--- src/rtl/if_fetch.sv ---
// if_fetch: byte-serial instruction fetch, assembling four little-endian bytes into one word for IF/ID
// Ports:
//   clk_in, rst_in (async, active-low), rdy_in (global freeze when low)
//   pc_in, branch_flush_in, stall_in[1] (hold IF output)
//   mem_req_out, mem_addr_out, mem_byte_valid_in, mem_byte_in (byte-read memory port)
//   if_stall_req_out, inst_out, inst_pc_out, inst_valid_out (to stall control and IF/ID)
module if_fetch #(
    parameter logic [31:0] NOP_INST = 32'h00000013
) (
    input  logic        clk_in,
    input  logic        rst_in,
    input  logic        rdy_in,
    input  logic [31:0] pc_in,
    input  logic        branch_flush_in,
    input  logic [5:0]  stall_in,
    output logic        mem_req_out,
    output logic [31:0] mem_addr_out,
    input  logic        mem_byte_valid_in,
    input  logic [7:0]  mem_byte_in,
    output logic        if_stall_req_out,
    output logic [31:0] inst_out,
    output logic [31:0] inst_pc_out,
    output logic        inst_valid_out
);
    typedef enum logic [1:0] {IDLE, BUSY, HOLD} state_t;
    state_t      state_q, state_d;
    logic [1:0]  cnt_q, cnt_d;
    logic [31:0] base_q, base_d;
    logic [31:0] data_q, data_d;
    logic        unused_stall;
    assign unused_stall = ^{stall_in[5:2], stall_in[0]};
    always_ff @(posedge clk_in or negedge rst_in) begin
        if (!rst_in) begin
            state_q <= IDLE;
            cnt_q   <= '0;
            base_q  <= '0;
            data_q  <= '0;
        end else begin
            state_q <= state_d;
            cnt_q   <= cnt_d;
            base_q  <= base_d;
            data_q  <= data_d;
        end
    end
    // Flush outranks every state transition, including the 4th byte and a stalled HOLD.
    always_comb begin
        state_d = state_q;
        cnt_d   = cnt_q;
        base_d  = base_q;
        data_d  = data_q;
        if (rdy_in) begin
            if (branch_flush_in) begin
                state_d = IDLE;
                cnt_d   = '0;
            end else begin
                case (state_q)
                    IDLE: begin
                        base_d  = pc_in;
                        cnt_d   = '0;
                        state_d = BUSY;
                    end
                    BUSY: if (mem_byte_valid_in) begin
                        data_d[{cnt_q, 3'b000} +: 8] = mem_byte_in;
                        cnt_d = cnt_q + 2'd1;
                        if (cnt_q == 2'd3) state_d = HOLD;
                    end
                    HOLD: if (!stall_in[1]) state_d = IDLE;
                    default: state_d = IDLE;
                endcase
            end
        end
    end
    assign mem_req_out      = state_q == BUSY;
    assign mem_addr_out     = base_q + {30'd0, cnt_q};
    // IDLE always launches a fetch when ready and not flushed, so that cycle already stalls the front end.
    assign if_stall_req_out = (state_q == BUSY) |
                              ((state_q == IDLE) & rst_in & rdy_in & ~branch_flush_in);
    assign inst_valid_out   = state_q == HOLD;
    assign inst_out         = inst_valid_out ? data_q : NOP_INST;
    assign inst_pc_out      = base_q;
endmodule

--- config.mk ---
export PLATFORM = sky130hd
export DESIGN_NAME = if_fetch
export DESIGN_NICKNAME = d
export VERILOG_FILES = /design/src/rtl/if_fetch.sv
export SDC_FILE = /design/constraint.sdc
export NUM_CORES = 1
export LEC_CHECK = 0
export ABC_CLOCK_PERIOD_IN_PS = 2000
export BUFFER_PORTS_ARGS = -buffer_cell sky130_fd_sc_hd__clkbuf_2
export CAP_MARGIN = 20
export CORE_ASPECT_RATIO = 1.5
export CORE_UTILIZATION = 45
export CTS_BUF_LIST = sky130_fd_sc_hd__clkbuf_4
export CTS_CLUSTER_SIZE = 12
export DETAILED_ROUTE_END_ITERATION = 12
export PLACE_DENSITY_LB_ADDON = 0.25
export SKIP_CTS_REPAIR_TIMING = 1
export SLEW_MARGIN = 20
export SYNTH_ARGS = -nofsm -noshare
export SYNTH_HDL_FRONTEND = slang
export SYNTH_SLANG_ARGS = --single-unit
--- constraint.sdc ---
create_clock -name clk_in -period 2 [get_ports clk_in]
set_clock_uncertainty 0.05 [all_clocks]
set_input_delay 0.1 -clock clk_in [delete_from_list [all_inputs] [get_ports clk_in]]
set_output_delay 0.1 -clock clk_in [all_outputs]
set_load 0.01 [all_outputs]
## Yosys cells after proc, flatten, opt, wreduce, memory -nomap -nowiden

Cells that the tools add are included.
Widths: inputs -> output; s select.

| cells by class | value |
|---|---|
| add/sub/neg operators | 3 |
| equality and inequality tests | 6 |
| shift-type cells | 2 |
| mux-type cells | 10 |
| bitwise operators | 5 |
| reductions and logical operators | 6 |

Operator list:

| operator | number |
|---|---|
| $add 32x2->32 | 1 |
| $bwmux 32 | 1 |
| $mux 32 | 1 |
| $shift 8x7->32 const A | 1 |
| $shiftx 8x7->32 | 1 |
| $mux 2 | 6 |
| $reduce_and 4->1 | 2 |
| $neg 5->7 | 1 |
| $ne 3x2->1 const B | 2 |
| $pmux 2 s3 | 1 |
| $reduce_and 3->1 | 2 |
| $eq 2x2->1 const B | 2 |
| $pmux 2 s2 | 1 |
| $and 1x1->1 | 3 |
| $ne 3x3->1 const B | 1 |
| $reduce_bool 3->1 | 1 |
| $add 2x1->2 const B | 1 |
| $eq 2x1->1 const B | 1 |
| $logic_not 2->1 | 1 |
| $not 1->1 | 1 |
| $or 1x1->1 | 1 |

| word-level totals | value |
|---|---|
| register bits after elaboration | 68 |
| input bits | 51 |
| output and inout port bits | 99 |
| word-level logic and storage cells | 36 |

## Longest topological paths before layout

Gate-level depths: netlist of the first run.

| depth | value |
|---|---|
| word-level depth | 5 |
| gate-level depth with buffers | 7 |
| depth with buffers taken out | 7 |

## Least setup slack after synthesis of the first run

OpenSTA, ideal clock, no wires.

| path | value |
|---|---|
| kind | register to output |
| start point | reg cnt_q[0] |
| end point | out mem_addr_out[26] |
| arrival | 2.187 ns |
| required time | 1.850 ns |
| setup slack | -0.337 ns |
| stages on the path, launching flop included | 8 |
| buffers on the path | 0 |
| path through | dfrtp_1 -> ha_1 -> inv_1 -> fa_1 -> and4b_1 -> nor4b_4 -> nand4_1 -> xnor2_1 |

| between the ends | value |
|---|---|
| cells in the longest elaborated chain, start to end | 1 |

RTL lines:

| element | RTL line | text |
|---|---|---|
| from (decl) | 27 | `logic [1:0] cnt_q, cnt_d;` |
| from (signal assigned) | 40 | `cnt_q <= cnt_d;` |
| $add 32x2->32 | 74 | `assign mem_addr_out = base_q + {30'd0, cnt_q};` |
| to (decl) | 17 | `output logic [31:0] mem_addr_out,` |

Every way passes these cells.

## Worst setup path in the final report of the first run

| path | value |
|---|---|
| start point | reg base_q[0], in the netlist inst_pc_out[0] |
| end point | out mem_addr_out[18] |

| between the ends | value |
|---|---|
| cells in the longest elaborated chain, start to end | 1 |

RTL lines:

| element | RTL line | text |
|---|---|---|
| from (decl) | 28 | `logic [31:0] base_q, base_d;` |
| from (signal assigned) | 41 | `base_q <= base_d;` |
| $add 32x2->32 | 74 |  |

Every way passes these cells.

==> impl_metrics.py, run 1 <==
metrics = {
    "yosys": {
        "synthXorXnorAreaFrac_pct": 7.126,
        "synth_area_leaders": "dfrtp_1 46%, mux2_2 9.2%, nand2_1 7.9%",
        "synth.top_cell.area_share_pct": 46.15,
        "synth_edf_count": 0,
        "synth_flop_cell": "dfrtp_1",
        "synthCells": 371,
        "syn_avg_cell_area_um2": 9.939,
        "synth_compound_area_share_pct": 6.278,
        "synthArstFlopShare_pct": 100.0,
        "synth_adder_area_share_pct": 3.258,
        "yosys.area.top_type": "dfrtp_1",
        "yosysWarnings": 0,
        "ys_types": 36,
        "yosys_register_bits": 68,
        "muxShareOfSynthArea_pct": 9.773,
        "seq_area_frac_synth_pct": 46.15,
        "synthSimpleGateAreaFrac_pct": 24.80,
        "synth_area_um2": 3687,
        "synth_top_family_by_area": "simple AND/OR/NAND/NOR gates",
        "synth_fp_nets": 431,
    },
    "sta": {
        "layout_setup_ws_ps": -658.6,
        "min_period_ps": 2659,
        "fmax_ghz": 0.3761,
        "rsz0062_at_grt": "true",
        "whs_ps": 18.70,
        "tightest_slew_ps": 481.1,
        "setup_violations": 29,
        "final-max-slew-violation-count": 0,
        "final_hold_viol_count": 0,
        "finalCritPeriodShare_pct": 132.9,
        "maxSlewHeadroom_pct": 67.69,
    },
    "power": {
        "p_leak_uw": 0.002597,
        "ir_worst_vdd_mv": 0.5209,
        "cellPowerDensity_nw_per_um2": 739.9,
    },
    "routing": {
        "detail_route.wl_per_cell_um": 14.63,
        "drt_iter0_drc": 66,
        "drtPass1Iterations": 4,
        "vias": 3458,
        "vias_per_cell": 4.968,
        "routed_wl_um": 10180,
        "ant_nets": 0,
        "drc": 0,
    },
    "grt": {
        "antenna_found_initial": 0,
        "grt_max_degree": 69,
        "grt_use_total_pct": 22.41,
        "first_global_vias": 3148,
        "grt.overflow.total": 0,
        "grt_pass1_wl_um": 15060,
    },
    "layout": {
        "final_common_cell": "clkbuf_2",
        "fin_area_um2": 5401,
        "final_cell_mix": "136 x clkbuf_2, 77 x nand2_1, 66 x dfrtp_1",
        "area_growth_syn_to_layout_pct": 46.49,
        "layout-drive-gt1-share_pct": 40.44,
        "layout.nets": 646,
        "n_antenna_cell": 0,
    },
    "placement": {
        "port-buffer-count": 144,
        "hpwlAfterDp_um": 6941,
        "gp_congestion": 0.7908,
        "post_dp_cell_area_um2": 4770,
    },
    "floorplanning": {
        "dieWidth_um": 75.91,
        "die_area_um2": 8568,
        "fp.dieH_um": 112.9,
        "placementRows": 40,
        "core_um2": 7958,
        "start_util_pct": 46.34,
        "ios": 150,
    },
    "worst_setup_path": {
        "crit_arrival_ps": 2510,
        "timing.rr.start": "cnt_q[0]$_DFFE_PN0P_",
        "rr_endpoint": "cnt_q[0]$_DFFE_PN0P_",
        "cp-end-kind": "output port",
        "crit_type": "flop to output port",
        "crit_fanout": 10,
        "rr_worst_depth": 6,
        "rrSetupSlack_ps": 180,
        "startpoint_type": "flop",
        "crit_path_start": "inst_pc_out[0]$_DFFE_PN0P_",
        "critPathCapture": "mem_addr_out[18]",
        "crit_required_ps": 1850,
    },
    "clocking": {
        "insertion_delay_ps": 410,
        "cts_htree_levels": 3,
        "cts_tree": "yes",
        "numCtsBuffers": 9,
        "clk_transition_reported_paths_ps": 110,
        "cts_root_buffer": "clkbuf_4",
        "clock_path_buffers": 2,
        "cts_sinks": 68,
    },
    "run_status": {
        "status": "finished with violations",
        "violations": "negative setup slack",
    },
    "job": {
        "maxCapViolations": 0,
    },
    "hold_path": {
        "hold_path.class": "primary input to flop",
    },
}
## kinds of logic (layout without fill, tap and decap cells)
kind of cell    Yosys count  after routing
simple gates            168            168
fa+ha+maj                 9              9
xor+xnor                 30             30
mux                      32             32
flops                    68             68
buf+inv                  21            241
compound gates           43             43
## synth_stat cells, types with 2 or more instances
master and count:
a21oi_1 2, and2_1 30, and3_1 4, buf_2 5
buf_4 3, clkbuf_1 5, dfrtp_1 68, ha_1 8
inv_1 8, mux2_1 2, mux2_2 30, nand2_1 78
nand2b_1 3, nand3_1 16, nand4_1 11, nor2_1 8
nor2b_1 3, nor3_1 2, nor3b_1 3, nor4_4 2
nor4b_4 2, o21ai_0 35, o22ai_1 2, xnor2_1 25
xor2_1 5
## worst max-delay path, stage by stage, from the launching register on
cell	delay, ps
dfrtp_1	420
ha_4	160
inv_2	30
fa_2	330
and4b_1	280
nor4b_4	210
buf_6	180
nand4_1	150
xnor2_2	190
buf_2	160
## through the flow
stage | instances | worst slack, ps | total power, uW | setup TNS (ps) | utilization [%]
after floorplan | 371 | -219.0 | 2543 | -1579 | -
final | 696 | -658.6 | 3996 | -13430 | 67.88
after global routing | 696 | -751.0 | 4221 | -16300 | 67.88
after detailed placement | 632 | -203.4 | 3161 | -1538 | 59.94
after CTS | 648 | -680.6 | 3918 | -13850 | 61.27
after global placement | 632 | -160.6 | 3130 | -1051 | 59.94
## where the power goes
| group | internal, uW | leakage, uW | switching [uW] |
|---|---|---|---|
| clock | 285 | 0.0000638 | 474 |
| sequential | 1590 | 0.000867 | 273 |
| combinational | 698 | 0.00167 | 679 |
| total | 2570 | 0.00260 | 1430 |
## metal layers
| metal | vias to the layer above | wire, um | GRT usage, % |
|---|---|---|---|
| met3 | 15 | 631 | 5.726 |
| met5 | - | 0 | 0 |
| met1 | 1618 | 3908 | 24.16 |
| li1 | 1690 | - | - |
| met2 | 135 | 5400 | 40.79 |
| met4 | 0 | 238 | 10.64 |
## state kept, by name, summed over array words and instances (netlist names)
register,count
cnt_q,2
data_q,32
inst_pc_out,32
state_q,2
## how the worst min path moves through the flow
stage	depth (start not counted)	start	slack, ps	endpoint
floorplan	0	rst_in	-250	cnt_q[0]$_DFFE_PN0P_
global placement	2	rst_in	160	inst_pc_out[4]$_DFFE_PN0P_
detailed placement	2	rst_in	160	inst_pc_out[4]$_DFFE_PN0P_
CTS	2	rst_in	-300	data_q[6]$_DFFE_PN0P_
global route	2	mem_byte_valid_in	40	state_q[1]$_DFFE_PN0P_
finish	2	mem_byte_valid_in	20	state_q[1]$_DFFE_PN0P_
## area by class of cell
type	instances	area, um^2
Tap cell	105	131.4
Timing Repair Buffer	217	1431
Clock inverter	4	16.27
Sequential cell	68	1704
Fill cell	633	2556
Multi-Input combinational cell	282	1994
Inverter	8	33.78
Clock buffer	12	90.09
(Power assumes the default switching activity.)
==> run 2, diff against run 1 <==
--- a/config.mk
+++ b/config.mk
@@ -9,6 +9,7 @@
 export BUFFER_PORTS_ARGS = -buffer_cell sky130_fd_sc_hd__clkbuf_2
 export CAP_MARGIN = 20
 export CORE_ASPECT_RATIO = 1.5
+export CORE_MARGIN = 10
 export CORE_UTILIZATION = 45
 export CTS_BUF_LIST = sky130_fd_sc_hd__clkbuf_4
 export CTS_CLUSTER_SIZE = 12
==> run 2 against run 1 <==
Effect of this change: the flow still finishes with violations (negative setup slack); critical path type unchanged; final cell count unchanged; clock power down 4.7%; die area up 43%; flip-flop and latch count unchanged; global-route usage down 4.9 points; register-to-register slack better by 20 ps; worst hold slack worse by 1.1 ps; maximum frequency down 2.2%; cell area up 0.86%.
==> impl_metrics.py, run 2 (synthesized netlist as in run 1, its figures left out) <==
metrics = {
    "floorplanning": {
        "fp.dieH_um": 130.9,
        "die_area_um2": 12290,
        "placementRows": 40,
        "dieWidth_um": 93.91,
        "start_util_pct": 46.05,
        "core_um2": 8008,
        "ios": 150,
    },
    "placement": {
        "port-buffer-count": 144,
        "post_dp_cell_area_um2": 4757,
        "place_ws_ps": -241.1,
        "gp_congestion": 0.7952,
        "hpwlAfterDp_um": 8351,
    },
    "clocking": {
        "clk_transition_reported_paths_ps": 110,
        "numCtsBuffers": 9,
        "cts_htree_levels": 3,
        "insertion_delay_ps": 420,
        "clock_path_buffers": 2,
        "cts_tree": "yes",
        "cts_root_buffer": "clkbuf_4",
        "cts_sinks": 68,
    },
    "routing": {
        "ant_nets": 0,
        "drt_iter0_drc": 137,
        "wl_met3_um": 1141,
        "vias": 3493,
        "drc": 0,
        "detail_route.wl_per_cell_um": 16.83,
        "met2WireLength_um": 6043,
        "drt-met1-wl_um": 4376,
        "routed_wl_um": 11710,
        "vias_per_cell": 5.019,
        "dr.max_layer_used": "met4",
        "drtPass1Iterations": 4,
    },
    "layout": {
        "fin_area_um2": 5448,
        "final_common_cell": "clkbuf_2",
        "layout.area.seq_um2": 1704,
        "layout.nets": 648,
        "final_util_pct": 68.03,
        "layout-drive-gt1-share_pct": 42.13,
        "n_fill_cell": 648,
        "n_antenna_cell": 0,
        "multiInputGateArea_um2": 2049,
        "area_growth_syn_to_layout_pct": 47.74,
        "final_cell_mix": "128 x clkbuf_2, 77 x nand2_1, 66 x dfrtp_1",
    },
    "worst_setup_path": {
        "crit_required_ps": 1850,
        "crit_type": "flop to output port",
        "crit_arrival_ps": 2570,
        "crit_chain": "ha_4 > inv_2 > fa_2 > and4b_1 > nor4b_4 > buf_6 > nand4_1 > xnor2_2 > buf_2",
        "cp_slowest_cell": "dfrtp_1",
        "startpoint_type": "flop",
        "path_buf_inv": 3,
        "cp-end-kind": "output port",
        "crit_family": "simple AND/OR/NAND/NOR gates",
        "crit_fanout": 10,
        "crit_path_max_incr_delay_ps": 410,
    },
    "power": {
        "cellPowerDensity_nw_per_um2": 740.5,
        "p_leak_uw": 0.002628,
        "ir_worst_vdd_mv": 0.5835,
    },
    "grt": {
        "first_global_vias": 3416,
        "grt_use_total_pct": 17.53,
        "antenna_found_initial": 0,
        "grt.overflow.total": 0,
        "grt_pass1_wl_um": 17010,
        "grt_max_degree": 48,
    },
    "sta": {
        "setup_violations": 30,
        "final_hold_viol_count": 0,
        "tightest_slew_ps": 609.9,
        "final-max-slew-violation-count": 0,
        "layout_setup_ws_ps": -717.5,
        "fmax_ghz": 0.3680,
        "finalCritPeriodShare_pct": 135.9,
        "fin_tns_setup_ps": -11750,
        "maxSlewHeadroom_pct": 59.34,
        "min_period_ps": 2718,
        "rsz0062_at_grt": "true",
    },
    "job": {
        "maxCapViolations": 0,
    },
    "hold_path": {
        "hold_path.class": "primary input to flop",
    },
    "run_status": {
        "violations": "negative setup slack",
        "status": "finished with violations",
    },
}
[run 2: metrics by stage]
step           power [uW]  instances  hold WS, ps
6_report             4034        696        17.59
5_1_grt              4285        696        1.229
4_1_cts              3927        646       -325.7
3_5_place_dp         3209        632        149.2
3_3_place_gp         3173        632        148.4
2_1_floorplan        2543        371       -245.6
[run 2: area by class of cell]
cell class	instances	share of cell area, %
Multi-Input combinational cell	282	37.62
Clock buffer	10	1.378
Timing Repair Buffer	219	26.34
Tap cell	105	2.412
Inverter	8	0.6201
Sequential cell	68	31.28
Clock inverter	4	0.3445
[run 2: report_power, final]
part           total [uW]  switching [uW]  internal (uW)
sequential           1860             277           1590
combinational        1450             730            717
clock                 722             478            244
total                4030            1480           2550
[run 2: path summary, 6_finish.rpt]
path	start	endpoint	slack, ps	depth (start not counted)
max	inst_pc_out[0]$_DFFE_PN0P_	mem_addr_out[18]	-720	9
min	mem_byte_valid_in	state_q[1]$_DFFE_PN0P_	20	2
max reg2reg	cnt_q[0]$_DFFE_PN0P_	data_q[8]$_DFFE_PN0P_	200	7
min reg2reg	data_q[26]$_DFFE_PN0P_	data_q[26]$_DFFE_PN0P_	430	2
max in group asynchronous	rst_in	state_q[1]$_DFFE_PN0P_	1100	3
min in group asynchronous	rst_in	inst_pc_out[22]$_DFFE_PN0P_	230	3
[run 2: per-layer routing]
| layer | track usage (%) | up-vias |
|---|---|---|
| met5 | 0 | - |
| met4 | 7.265 | 0 |
| met3 | 7.481 | 14 |
| met2 | 30.07 | 132 |
| met1 | 18.33 | 1653 |
| li1 | - | 1694 |
[run 2: worst register-to-register path: cells and delay by family (launching register included)]
family,cells,cell delay [ps]
buf+inv,3,530
simple gates,2,240
compound gates,1,170
flops,1,400
fa+ha+maj,1,340
==> run 3, diff against run 2 <==
--- a/config.mk
+++ b/config.mk
@@ -5,12 +5,12 @@
 export SDC_FILE = /design/constraint.sdc
 export NUM_CORES = 1
 export LEC_CHECK = 0
-export ABC_CLOCK_PERIOD_IN_PS = 2000
+export ABC_CLOCK_PERIOD_IN_PS = 2900
 export BUFFER_PORTS_ARGS = -buffer_cell sky130_fd_sc_hd__clkbuf_2
 export CAP_MARGIN = 20
 export CORE_ASPECT_RATIO = 1.5
 export CORE_MARGIN = 10
-export CORE_UTILIZATION = 45
+export CORE_UTILIZATION = 50
 export CTS_BUF_LIST = sky130_fd_sc_hd__clkbuf_4
 export CTS_CLUSTER_SIZE = 12
 export DETAILED_ROUTE_END_ITERATION = 12
==> constraint.sdc (replaced) <==
create_clock -name clk_in -period 2.9 [get_ports clk_in]
set_clock_uncertainty 0.05 [all_clocks]
set_input_delay 0.145 -clock clk_in [delete_from_list [all_inputs] [get_ports clk_in]]
set_output_delay 0.145 -clock clk_in [all_outputs]
set_load 0.01 [all_outputs]
==> run 3 against run 2 <==
Effect of this change: the flow finishes with violations (negative hold slack); via count is 1.6% lower; flip-flop and latch count did not move; wire length is 6.6% lower; cell area down 6.4%; combinational power is 40% lower; critical path type unchanged; largest cell class unchanged.
==> impl_metrics.py, run 3 (synthesized netlist as in run 1, its figures left out) <==
metrics = {
    "routing": {
        "drc": 0,
        "detail_route.wl_per_cell_um": 16.28,
        "drtPass1Iterations": 4,
        "ant_nets": 0,
        "drt_iter0_drc": 97,
        "vias_per_cell": 5.113,
        "routed_wl_um": 10940,
        "vias": 3436,
    },
    "sta": {
        "maxSlewHeadroom_pct": 59.64,
        "final-max-slew-violation-count": 0,
        "fmax_ghz": 0.3475,
        "finalCritPeriodShare_pct": 99.23,
        "final_hold_viol_count": 2,
        "layout_setup_ws_ps": 22.22,
        "tightest_slew_ps": 600.9,
        "rsz0062_at_grt": "true",
        "min_period_ps": 2878,
        "setup_violations": 0,
        "whs_ps": -20.72,
    },
    "worst_setup_path": {
        "cp-end-kind": "output port",
        "crit_chain": "ha_2 > inv_2 > fa_2 > and4b_1 > nor4b_4 > buf_6 > buf_4 > nand3_2 > xnor2_1 > buf_2",
        "crit_fanout": 9,
        "crit_arrival_ps": 2680,
        "crit_type": "flop to output port",
        "rr_worst_depth": 3,
        "crit_required_ps": 2710,
        "crit_path_max_incr_delay_ps": 370,
        "cp_slowest_cell": "dfrtp_1",
        "startpoint_type": "flop",
    },
    "power": {
        "ir_worst_vdd_mv": 0.3900,
        "p_leak_uw": 0.002433,
        "p_int_uw": 1700,
        "swShare_pct": 36.43,
        "cellPowerDensity_nw_per_um2": 524.5,
        "seqPwrFrac_pct": 48.3,
        "p_comb_share_pct": 32.7,
        "p_sw_uw": 974.4,
        "pwr-share-clk_pct": 19.0,
    },
    "grt": {
        "first_global_vias": 3395,
        "grt_pass1_wl_um": 16810,
        "grt.overflow.total": 0,
        "antenna_found_initial": 0,
        "grt_max_degree": 36,
        "grt_use_total_pct": 18.00,
    },
    "layout": {
        "layout.nets": 628,
        "final_cell_mix": "140 x clkbuf_2, 78 x nand2_1, 67 x dfrtp_1",
        "fin_cells": 672,
        "final_common_cell": "clkbuf_2",
        "layout-drive-gt1-share_pct": 36.89,
        "n_fill_cell": 550,
        "n_antenna_cell": 0,
        "area_growth_syn_to_layout_pct": 38.31,
    },
    "clocking": {
        "cts_sinks": 68,
        "cts_root_buffer": "clkbuf_4",
        "cts_htree_levels": 3,
        "numCtsBuffers": 9,
        "insertion_delay_ps": 420,
        "cts_tree": "yes",
        "clk_transition_reported_paths_ps": 110,
        "clock_path_buffers": 2,
    },
    "placement": {
        "gp_congestion": 0.8010,
        "port-buffer-count": 144,
        "hpwlAfterDp_um": 8058,
        "dp.cells": 612,
        "place_ws_ps": 444.7,
    },
    "run_status": {
        "status": "finished with violations",
        "violations": "negative hold slack",
    },
    "floorplanning": {
        "dieWidth_um": 90.12,
        "die_area_um2": 11280,
        "placementRows": 38,
        "fp.dieH_um": 125.2,
        "start_util_pct": 51.02,
        "ios": 150,
        "core_um2": 7227,
    },
    "hold_path": {
        "hold_path.class": "primary input to flop",
        "worstHoldPathCells": 2,
    },
    "job": {
        "maxCapViolations": 0,
    },
}
-- run 3: cell count changes in the layout (fill, tap and decap cells not counted), moves of 2 or more --
cell	before	now
buf_4	26	12
buf_2	16	4
clkbuf_2	128	140
xnor2_1	13	25
xnor2_2	12	0
nor2_1	4	8
nor2_2	3	0
buf_6	3	1
clkinv_2	0	2
clkinvlp_4	2	0
dlygate4sd3_1	44	42
ha_4	2	0
-- run 3: power by group through the flow --
| stage | logic (uW) | registers (uW) | clock network, uW |
|---|---|---|---|
| after floorplan | 403 | 1320 | 0 |
| after global placement | 808 | 1300 | 0 |
| after detailed placement | 822 | 1310 | 0 |
| after CTS | 827 | 1290 | 523 |
| after global routing | 962 | 1320 | 554 |
| final | 875 | 1290 | 507 |
-- run 3: final timing paths --
path                                               to                  startpoint  slack (ps)
setup / recovery                     mem_addr_out[20]  inst_pc_out[0]$_DFFE_PN0P_          20
hold / removal                   cnt_q[1]$_DFFE_PN0P_                      rdy_in         -20
setup reg to reg           inst_pc_out[7]$_DFFE_PN0P_      state_q[0]$_DFFE_PN0P_        1100
hold reg to reg                data_q[27]$_DFFE_PN0P_      data_q[27]$_DFFE_PN0P_         430
max in group asynchronous      data_q[31]$_DFFE_PN0P_                      rst_in        1970
min in group asynchronous  inst_pc_out[1]$_DFFE_PN0P_                      rst_in         110
-- run 3: area by class of cell --
cell class / instances / area [um^2] / area share [%]
repair buffers: 199 / 1242 / 24.36
clock buffers: 11 / 82.58 / 1.619
clock inverters: 4 / 17.52 / 0.3435
inverters: 8 / 30.03 / 0.5888
multi-input cells: 282 / 1899 / 37.24
well taps: 100 / 125.1 / 2.453
flip-flops and latches: 68 / 1703 / 33.39
-- run 3: metal layers --
metal	vias to the layer above	wire length, um	GRT usage, %
met1	1615	4001	19.27
met5	-	0	0
met4	0	272	8.271
li1	1655	-	-
met3	19	1090	7.365
met2	147	5577	30.32
-- run 3: critical path, delay by kind of cell, from the launching register on --
| kind | cells | cell delay, ps |
|---|---|---|
| fa+ha+maj | 2 | 560 |
| flops | 1 | 370 |
| xor+xnor | 1 | 250 |
| buf+inv | 4 | 500 |
| simple gates | 3 | 570 |
-- run 3: metrics by stage --
| step | power (uW) | setup TNS, ps | utilization, % | cell area [um^2] | hold WS, ps |
|---|---|---|---|---|---|
| after global placement | 2105 | 0 | 62.85 | 4542 | 26.10 |
| after floorplan | 1719 | 0 | - | 3687 | -200.6 |
| final | 2675 | 0 | 70.57 | 5100 | -20.72 |
| after global routing | 2834 | -188.2 | 70.57 | 5100 | 6.291 |
| after detailed placement | 2129 | 0 | 62.85 | 4542 | 27.57 |
| after CTS | 2637 | -53.38 | 64.23 | 4642 | -438.9 |
